<file path="src/rtl/axis_frame_generator.sv">
// ---------------------------------------------------------------------------
// axis_frame_generator
//
// AXI4-Stream framer placed in front of the FFT core. It forwards input
// samples or synthesises a ramp test pattern, and regenerates TLAST every
// FRAME_LEN beats so downstream always sees correctly sized frames. The
// output is fully registered through a two-entry (main + skid) buffer.
//
// Ports
//   ACLK, ARESET      clock, synchronous active-high reset
//   ENABLE            1 = run frames, 0 = stop at the next frame boundary
//   MODE              00 pass (TLAST regenerated), 01 ramp,
//                     10 pass (input TLAST forwarded), 11 idle
//   FRAME_LEN         beats per frame, 0 behaves as 1
//   S_AXIS_*          input stream (TREADY registered)
//   M_AXIS_*          output stream (TVALID/TDATA/TLAST registered)
//   FRAME_CNT         number of frames completed on M_AXIS, wraps
//   TLAST_ERR         sticky: input TLAST disagreed with FRAME_LEN in mode 00
// ---------------------------------------------------------------------------
module axis_frame_generator #(
  parameter int DATA_WIDTH = 32,
  parameter int LEN_WIDTH  = 16
) (
  input  logic                  ACLK,
  input  logic                  ARESET,
  input  logic                  ENABLE,
  input  logic [1:0]            MODE,
  input  logic [LEN_WIDTH-1:0]  FRAME_LEN,
  output logic                  S_AXIS_TREADY,
  input  logic [DATA_WIDTH-1:0] S_AXIS_TDATA,
  input  logic                  S_AXIS_TLAST,
  input  logic                  S_AXIS_TVALID,
  output logic                  M_AXIS_TVALID,
  output logic [DATA_WIDTH-1:0] M_AXIS_TDATA,
  output logic                  M_AXIS_TLAST,
  input  logic                  M_AXIS_TREADY,
  output logic [31:0]           FRAME_CNT,
  output logic                  TLAST_ERR
);

  typedef enum logic {
    ST_IDLE,
    ST_RUN
  } state_t;

  localparam logic [1:0] MODE_PASS = 2'b00;
  localparam logic [1:0] MODE_RAMP = 2'b01;
  localparam logic [1:0] MODE_FWD  = 2'b10;
  localparam logic [1:0] MODE_OFF  = 2'b11;

  state_t                state_q, state_d;
  logic [1:0]            mode_q, mode_d;
  logic [LEN_WIDTH-1:0]  len_q, len_d;
  logic [LEN_WIDTH-1:0]  beatCnt_q, beatCnt_d;
  logic                  loadOk_q, loadOk_d;
  logic                  sReady_q, sReady_d;
  logic                  mainValid_q, mainValid_d;
  logic [DATA_WIDTH-1:0] mainData_q, mainData_d;
  logic                  mainLast_q, mainLast_d;
  logic                  skidValid_q, skidValid_d;
  logic [DATA_WIDTH-1:0] skidData_q, skidData_d;
  logic                  skidLast_q, skidLast_d;
  logic [31:0]           frameCnt_q, frameCnt_d;
  logic                  tlastErr_q, tlastErr_d;

  logic [LEN_WIDTH-1:0]  lenLast;
  logic                  cntAtEnd;
  logic                  beatLoad;
  logic [DATA_WIDTH-1:0] beatData;
  logic                  beatLast;
  logic                  mainDrain;

  // Beat production: decide whether a beat enters the buffer this cycle,
  // what it carries, and whether it closes the frame. loadOk_q is only set
  // when the skid register is empty, so a loaded beat always has a slot.
  always_comb begin
    lenLast   = (len_q == '0) ? '0 : len_q - LEN_WIDTH'(1);
    cntAtEnd  = (beatCnt_q == lenLast);
    beatLoad  = (mode_q == MODE_RAMP) ? loadOk_q : (sReady_q && S_AXIS_TVALID);
    beatData  = (mode_q == MODE_RAMP) ? DATA_WIDTH'(beatCnt_q) : S_AXIS_TDATA;
    beatLast  = (mode_q == MODE_FWD) ? (S_AXIS_TLAST || cntAtEnd) : cntAtEnd;
    mainDrain = mainValid_q && M_AXIS_TREADY;
  end

  // Next-state logic: frame FSM with shadowed MODE/FRAME_LEN, the main/skid
  // output buffer, frame counter and sticky TLAST checker. The ready flags
  // are computed from next-state values so they are registered yet never
  // admit a beat the buffer cannot hold.
  always_comb begin
    state_d     = state_q;
    mode_d      = mode_q;
    len_d       = len_q;
    beatCnt_d   = beatCnt_q;
    mainValid_d = mainValid_q;
    mainData_d  = mainData_q;
    mainLast_d  = mainLast_q;
    skidValid_d = skidValid_q;
    skidData_d  = skidData_q;
    skidLast_d  = skidLast_q;
    frameCnt_d  = frameCnt_q;
    tlastErr_d  = tlastErr_q;

    case (state_q)
      ST_IDLE: begin
        if (ENABLE && (MODE != MODE_OFF)) begin
          state_d   = ST_RUN;
          mode_d    = MODE;
          len_d     = FRAME_LEN;
          beatCnt_d = '0;
        end
      end
      ST_RUN: begin
        if (beatLoad) begin
          if (beatLast) begin
            // Frame boundary: the only point where new settings are taken
            // and where the generator may stop.
            beatCnt_d = '0;
            if (!ENABLE || (MODE == MODE_OFF)) begin
              state_d = ST_IDLE;
            end else begin
              mode_d = MODE;
              len_d  = FRAME_LEN;
            end
          end else begin
            beatCnt_d = beatCnt_q + LEN_WIDTH'(1);
          end
        end
      end
      default: state_d = ST_IDLE;
    endcase

    if (beatLoad && (mode_q == MODE_PASS) && (S_AXIS_TLAST != cntAtEnd)) begin
      tlastErr_d = 1'b1;
    end

    // Buffer: a new beat goes straight to the main register when it is free
    // or emptying, otherwise it parks in the skid register.
    if (beatLoad) begin
      if (!mainValid_q || mainDrain) begin
        mainValid_d = 1'b1;
        mainData_d  = beatData;
        mainLast_d  = beatLast;
      end else begin
        skidValid_d = 1'b1;
        skidData_d  = beatData;
        skidLast_d  = beatLast;
      end
    end else if (skidValid_q && mainDrain) begin
      mainData_d  = skidData_q;
      mainLast_d  = skidLast_q;
      skidValid_d = 1'b0;
    end else if (mainDrain) begin
      mainValid_d = 1'b0;
    end

    if (mainDrain && mainLast_q) begin
      frameCnt_d = frameCnt_q + 32'd1;
    end

    loadOk_d = (state_d == ST_RUN) && !skidValid_d;
    sReady_d = loadOk_d && (mode_d != MODE_RAMP);
  end

  // State and output registers; reset discards any buffered beats.
  always_ff @(posedge ACLK) begin
    if (ARESET) begin
      state_q     <= ST_IDLE;
      mode_q      <= MODE_PASS;
      len_q       <= '0;
      beatCnt_q   <= '0;
      loadOk_q    <= 1'b0;
      sReady_q    <= 1'b0;
      mainValid_q <= 1'b0;
      mainData_q  <= '0;
      mainLast_q  <= 1'b0;
      skidValid_q <= 1'b0;
      skidData_q  <= '0;
      skidLast_q  <= 1'b0;
      frameCnt_q  <= '0;
      tlastErr_q  <= 1'b0;
    end else begin
      state_q     <= state_d;
      mode_q      <= mode_d;
      len_q       <= len_d;
      beatCnt_q   <= beatCnt_d;
      loadOk_q    <= loadOk_d;
      sReady_q    <= sReady_d;
      mainValid_q <= mainValid_d;
      mainData_q  <= mainData_d;
      mainLast_q  <= mainLast_d;
      skidValid_q <= skidValid_d;
      skidData_q  <= skidData_d;
      skidLast_q  <= skidLast_d;
      frameCnt_q  <= frameCnt_d;
      tlastErr_q  <= tlastErr_d;
    end
  end

  assign S_AXIS_TREADY = sReady_q;
  assign M_AXIS_TVALID = mainValid_q;
  assign M_AXIS_TDATA  = mainData_q;
  assign M_AXIS_TLAST  = mainLast_q;
  assign FRAME_CNT     = frameCnt_q;
  assign TLAST_ERR     = tlastErr_q;

endmodule

</file>
<file path="config.mk">
export PLATFORM = sky130hd
export DESIGN_NAME = axis_frame_generator
export DESIGN_NICKNAME = d
export VERILOG_FILES = /design/src/rtl/axis_frame_generator.sv
export SDC_FILE = /design/constraint.sdc
export NUM_CORES = 1
export LEC_CHECK = 0
export ABC_AREA = 1
export ABC_CLOCK_PERIOD_IN_PS = 5000
export BUFFER_PORTS_ARGS = -buffer_cell sky130_fd_sc_hd__buf_2
export CAP_MARGIN = 20
export CORE_MARGIN = 4
export CORE_UTILIZATION = 25
export DETAILED_ROUTE_END_ITERATION = 12
export GPL_TIMING_DRIVEN = 0
export PLACE_DENSITY_LB_ADDON = 0.2
export SLEW_MARGIN = 20
export SYNTH_ARGS = -nofsm -noshare
export SYNTH_HDL_FRONTEND = slang
export SYNTH_SLANG_ARGS = --single-unit
export TNS_END_PERCENT = 50
</file>
<file path="constraint.sdc">
create_clock -name ACLK -period 5 [get_ports ACLK]
set_input_delay 0.75 -clock ACLK [delete_from_list [all_inputs] [get_ports ACLK]]
set_output_delay 0.75 -clock ACLK [all_outputs]
set_load 0.01 [all_outputs]
</file>
# [Word level (Yosys, flattened, before mapping)]
# Cells that the tools add are included.
[totals] regBits=138 latch_bits=0 mem_bits_rw=0 rom_bits=0 input_bits=56 wordCells=92 n_memories=0
[op_classes] addsub=3 mul=0 n_div=0 order_cmp=0 eq_ne=13 shifts=0 mux=36 bitwise_logic=2 reduce_logical=24
[op_table] cell="two-way mux 16 bit" n=8
[op_table] cell="two-way mux 32 bit" n=4
[op_table] cell="one-hot mux 16 bit (2 select lines)" n=2
[op_table] cell="adder 32 x 1 -> 32 bit (second input constant)" n=1
[op_table] cell="adder 16 x 1 -> 16 bit (second input constant)" n=1
[op_table] cell="equality test 16 bit" n=1
[op_table] cell="zero test 16 bit" n=1
[op_table] cell="two-way mux 1 bit" n=16
[op_table] cell="subtractor 16 x 1 -> 16 bit (second input constant)" n=1
[op_table] cell="logical AND 1 bit" n=9
[op_table] cell="two-way mux 2 bit" n=4
[op_table] cell="!= test 2 x 1 -> 1 bit (second input constant)" n=4
[op_table] cell="!= test 2 bit (second input constant)" n=4
[op_table] cell="AND reduction 2 bit" n=3
[op_table] cell="equality test 2 bit (second input constant)" n=2
[op_table] cell="one-hot mux 2 bit (2 select lines)" n=1
[op_table] cell="AND reduction 4 bit" n=1
[op_table] cell="nonzero test 2 bit" n=2
[op_table] cell="zero test 1 bit" n=3
[op_table] cell="logical OR 1 bit" n=3
[op_table] cell="AND reduction 3 bit" n=1
[op_table] cell="equality test 2 x 1 -> 1 bit (second input constant)" n=1
[op_table] cell="zero test 2 bit" n=1
[op_table] cell="inverter 1 bit" n=2
[op_table] cell="other kinds (2)" n=2

# [Longest topological paths before layout]
[logic_depth] word_depth=10 depth_mapped=21 ltp_nobuf=19

# [Worst setup path after synthesis]
# No wires, ideal clock.
[synth_timing] path_type="flip-flop to flip-flop" startpoint="register len_q[0]" endpoint="register len_q[0]" setup_time_ps=113 arrival_time_ps=2739 required_ps=4887 setup_slack_ps=2148 stages_incl_launch_ff=19 synth_period_minus_slack_ps=2852 cell_sequence="dfxtp_1 > inv_1 > ha_1 > nand3_2 > nor2_1 > nand2_2 > buf_6 > buf_6 > nand4_1 > nand2_1 > a2111oi_0 > nand3_1 > ha_1 > or2_2 > nand3_4 > nand3_4 > buf_2 > nor2_1 > nor2_1"
[synth_between] elab_chain_cells=7 elab_cells_between_ends=8 classes_between="add/sub: 1; eq/ne: 2; mux: 2; reduce/logical: 3"
[synth_rtl] element="start, declared" line="53" rtl="logic [LEN_WIDTH-1:0] len_q, len_d;"
[synth_rtl] element="start signal, assigned" line="184" rtl="len_q <= len_d;"
[synth_rtl] element="subtractor 16 x 1 -> 16 bit or zero test 16 bit (tied branches)" line="77" rtl="lenLast = (len_q == '0) ? '0 : len_q - LEN_WIDTH'(1);"
[synth_rtl] element="two-way mux 16 bit *" line="77"
[synth_rtl] element="equality test 16 bit *" line="78" rtl="cntAtEnd = (beatCnt_q == lenLast);"
[synth_rtl] element="logical OR 1 bit" line="81" rtl="beatLast = (mode_q == MODE_FWD) ? (S_AXIS_TLAST || cntAtEnd) : cntAtEnd;"
[synth_rtl] element="two-way mux 1 bit *" line="81"
[synth_rtl] element="!= test 2 x 1 -> 1 bit (no source line) *"
[synth_rtl] element="AND reduction 4 bit (no source line) *"
# Every way passes the cells marked *; elsewhere a longest branch is shown, timed or not.
# A chain may end at the register's enable or synchronous reset.

# [Worst setup path after layout]
[layout_timing] startpoint="register len_q[0]" endpoint="register beatCnt_q[9]"
[layout_between] elab_chain_cells=8 elab_cells_between_ends=9 classes_between="add/sub: 1; eq/ne: 1; mux: 5; reduce/logical: 2"
[layout_rtl] element="subtractor 16 x 1 -> 16 bit or zero test 16 bit (tied branches)" line="77"
[layout_rtl] element="two-way mux 16 bit *" line="77"
[layout_rtl] element="equality test 16 bit *" line="78"
[layout_rtl] element="logical OR 1 bit" line="81"
[layout_rtl] element="two-way mux 1 bit *" line="81"
[layout_rtl] element="two-way mux 16 bit *" line="114" rtl="if (beatLast) begin"
[layout_rtl] element="two-way mux 16 bit *" line="113" rtl="if (beatLoad) begin"
[layout_rtl] element="one-hot mux 16 bit (2 select lines) *" line="103" rtl="case (state_q)"
[layout_rtl] element="end signal, assigned" line="185" rtl="beatCnt_q <= beatCnt_d;"
[layout_rtl] element="end, declared" line="54" rtl="logic [LEN_WIDTH-1:0] beatCnt_q, beatCnt_d;"
# Every way passes the cells marked *; elsewhere a longest branch is shown, timed or not. The select of a mux whose other input is x is not followed.

==> impl_metrics.json <==
{
  "antenna_found_initial": 0,
  "powerDensity_nw_per_um2": 356,
  "grt_pass1_wl_mm": 36.9,
  "root_buffer": "clkbuf_16",
  "cap_violations": 0,
  "initial_core_util_pct": 25.5,
  "drive_above_1_share_pct": 16.2,
  "die_y_um": 174,
  "port_buffers": 122,
  "synth_top_area_share_pct": 39.9,
  "num-fill-cells": 3049,
  "cts_tree": "yes",
  "startpoint_type": "flip-flop",
  "drcViolationCount": 0,
  "drv_slew": 0,
  "fp.dieArea_um2": 30400,
  "cpMostUsedCell": "nand3_1",
  "rows": 60,
  "cts_resized": 0,
  "layout_min_cycle_time_ns": 3.29,
  "path_clk_slew_ns": 0.06,
  "netlist_area_um2": 6920,
  "worst_pin_slew_ns": 0.770,
  "syn_nets": 1094,
  "slew_headroom_pct": 48.7,
  "via_per_inst": 4.53,
  "ys_seq_area_share_pct": 39.9,
  "ys_types": 37,
  "setup_viol": 0,
  "grt_max_degree": 17,
  "grt-ovfl-total": 0,
  "slowest_stage": "a2111oi_0",
  "syn_inst": 1034,
  "dp_hpwl_mm": 17.7,
  "drt_iter0_drc": 445,
  "vias": 7071,
  "routed_wl_mm": 23.1,
  "p_leak_nw": 3.57,
  "cts_buffers": 17,
  "ir_worst_vdd_uv": 234,
  "synth.yosys.warnings": 0,
  "avgRoutedWirePerCell_um": 14.8,
  "core_area_um2": 27100,
  "post_cts_buffers": 0,
  "io_pins": 124,
  "area_growth_pct": 24.5,
  "finalSetupTns_ns": 0,
  "hold_path_class": "reg2reg",
  "gp_congestion": 0.850,
  "cpPeakStageDelay_ns": 0.35,
  "use_met2_pct": 23.6,
  "rsz0062_at_grt": "false",
  "final_hold_viol_count": 0,
  "drt_first_pass_iters": 4,
  "drtAntennaViolNets": 0,
  "clock.fmax_mhz": 303,
  "die_x_um": 174,
  "grtUsageMet1_pct": 21.1,
  "finish.utilization_pct": 31.8,
  "period_share_pct": 65.9,
  "layout.nets": 1235,
  "syn_avg_cell_area_um2": 6.69,
  "grt_pass1_vias": 6823,
  "top_usage_layer": "met2",
  "cts_num_sinks": 138,
  "diodes": 0,
  "insertion_delay_ns": 0.43,
  "synthTopCellsByArea": "dfxtp_1 40%, nand2_1 16%, nand3_1 6.1%, nor2_1 5.6%, a21oi_1 5.2%",
  "required_ns": 5.28,
  "cts_max_level": 4,
  "end_kind": "flip-flop",
  "crit_type": "reg2reg",
  "path_delay_family": "simple AND/OR/NAND/NOR gates",
  "synth_edf_count": 0,
  "hold_buffers": 0,
  "outcome": "completed",
  "synth-seq-cells": 138,
  "async_flop_share_pct": 0,
  "cts_max_path_buffers": 2,
  "worstPathArrival_ns": 3.57,
  "skew_ns": 0.0120,
  "synth_ff_type": "dfxtp_1",
  "crit_buf_inv": 5,
  "synth_largest_area_cell": "dfxtp_1",
  "grt_usage_pct": 15.1,
  "crit_path_max_fanout": 10,
  "crit_chain": "inv_1, ha_1, nand3_2, nor2_1, nand2_2, buf_6, buf_6, nand4_1, nand2_1, a2111oi_0, nand3_1, ha_1, or2_2, nand3_1, inv_2, buf_2, nand3_1, a21oi_1",
  "grtUsageMet3_pct": 3.15
}
==> kinds of logic (layout without fill, tap and decap cells) <==
logic type,after synthesis,count (layout),synth area share [%]
and+or+nand+nor,551,551,34.9
xor gates and xnor gates,16,16,2.02
buffers and inverters,141,295,8.19
adders and majority gates,4,4,0.723
AOI/OAI and AO/OA,184,184,14.2
DFF,138,138,39.9
==> cells in the mapped netlist (all sizes together) (2+ instances only) <==
cell type  instances
nand2            291
o21a               3
inv               90
o21ai             69
nand3b             2
nand4             22
a21oi             72
buf               10
dfxtp            138
ha                 4
a31oi             35
nor2             108
xor2              16
nor3              28
nand3             90
nor4               5
clkbuf            40
or2                3
==> metrics by stage <==
step                      hold slack, ns  worst slack [ns]  power, W  area [µm²]  cells
after detailed placement           0.454              1.67   0.00176        8000   1528
after floorplan                    0.441              2.15   0.00158        6920   1034
after global routing               0.481              1.38   0.00323        8620   1560
final                              0.459              1.71   0.00307        8620   1560
after global placement             0.440              1.64   0.00176        8000   1528
after CTS                          0.462              1.67   0.00311        8620   1560
==> flip-flops by register name, summed over array words and instances, names as in the netlist <==
register,flops
skidData_q,32
state_q,1
loadOk_q,1
skidValid_q,1
mode_q,2
skidLast_q,1
M_AXIS_TLAST,1
len_q,16
FRAME_CNT,32
M_AXIS_TVALID,1
beatCnt_q,16
S_AXIS_TREADY,1
M_AXIS_TDATA,32
TLAST_ERR,1
==> cells in the final DEF, fill, tap and decap left out, types with 5 or more instances in the layout <==
| cell | Yosys | final |
|---|---|---|
| a21oi_1 | 72 | 72 |
| a31oi_1 | 35 | 35 |
| buf_2 | 6 | 128 |
| clkbuf_1 | 40 | 41 |
| clkbuf_16 | 0 | 17 |
| dfxtp_1 | 138 | 138 |
| inv_1 | 85 | 85 |
| inv_2 | 5 | 5 |
| nand2_1 | 289 | 289 |
| nand3_1 | 84 | 84 |
| nand4_1 | 20 | 20 |
| nor2_1 | 103 | 103 |
| nor3_1 | 23 | 23 |
| nor3_2 | 5 | 5 |
| o21ai_0 | 68 | 68 |
| xor2_1 | 16 | 16 |
==> worst reg2reg max path, stage by stage, from the launching register on <==
cell,delay [ns]
dfxtp_1,0.29
inv_1,0.11
ha_1,0.21
nand3_2,0.18
nor2_1,0.17
nand2_2,0.08
buf_6,0.14
buf_6,0.14
nand4_1,0.09
nand2_1,0.08
a2111oi_0,0.35
nand3_1,0.19
ha_1,0.21
or2_2,0.34
nand3_1,0.13
inv_2,0.08
buf_2,0.20
nand3_1,0.10
a21oi_1,0.06
==> path summary, 6_finish.rpt <==
| path | from | end | slack (ns) | depth (start not counted) |
|---|---|---|---|---|
| setup / recovery | len_q[0] | beatCnt_q[9] | 1.71 | 18 |
| hold / removal | TLAST_ERR | TLAST_ERR | 0.46 | 2 |
| setup reg to reg | len_q[0] | beatCnt_q[9] | 1.71 | 18 |
| hold reg to reg | TLAST_ERR | TLAST_ERR | 0.46 | 2 |
==> cell type report <==
class	count	area, µm²	share of cell area (%)
Clock buffer	20	457	5.30
Sequential cell	138	2760	32.1
Buffer	50	225	2.61
Tap cell	372	465	5.40
Clock inverter	12	164	1.90
Inverter	91	342	3.96
Multi-Input combinational cell	755	3590	41.7
Timing Repair Buffer	122	611	7.08
==> power by group <==
part / switching, W / internal [W] / total (W)
clock network: 0.000518 / 0.000817 / 0.00133
logic: 0.000365 / 0.000185 / 0.000551
registers: 0.0000348 / 0.00115 / 0.00119
==> per-layer routing <==
layer | wire (µm) | vias to the layer above
met3 | 1300 | 22
met1 | 11500 | 3164
li1 | - | 3697
met4 | 315 | 0
met2 | 10000 | 188
met5 | 0 | -
(Power assumes the default switching activity.)
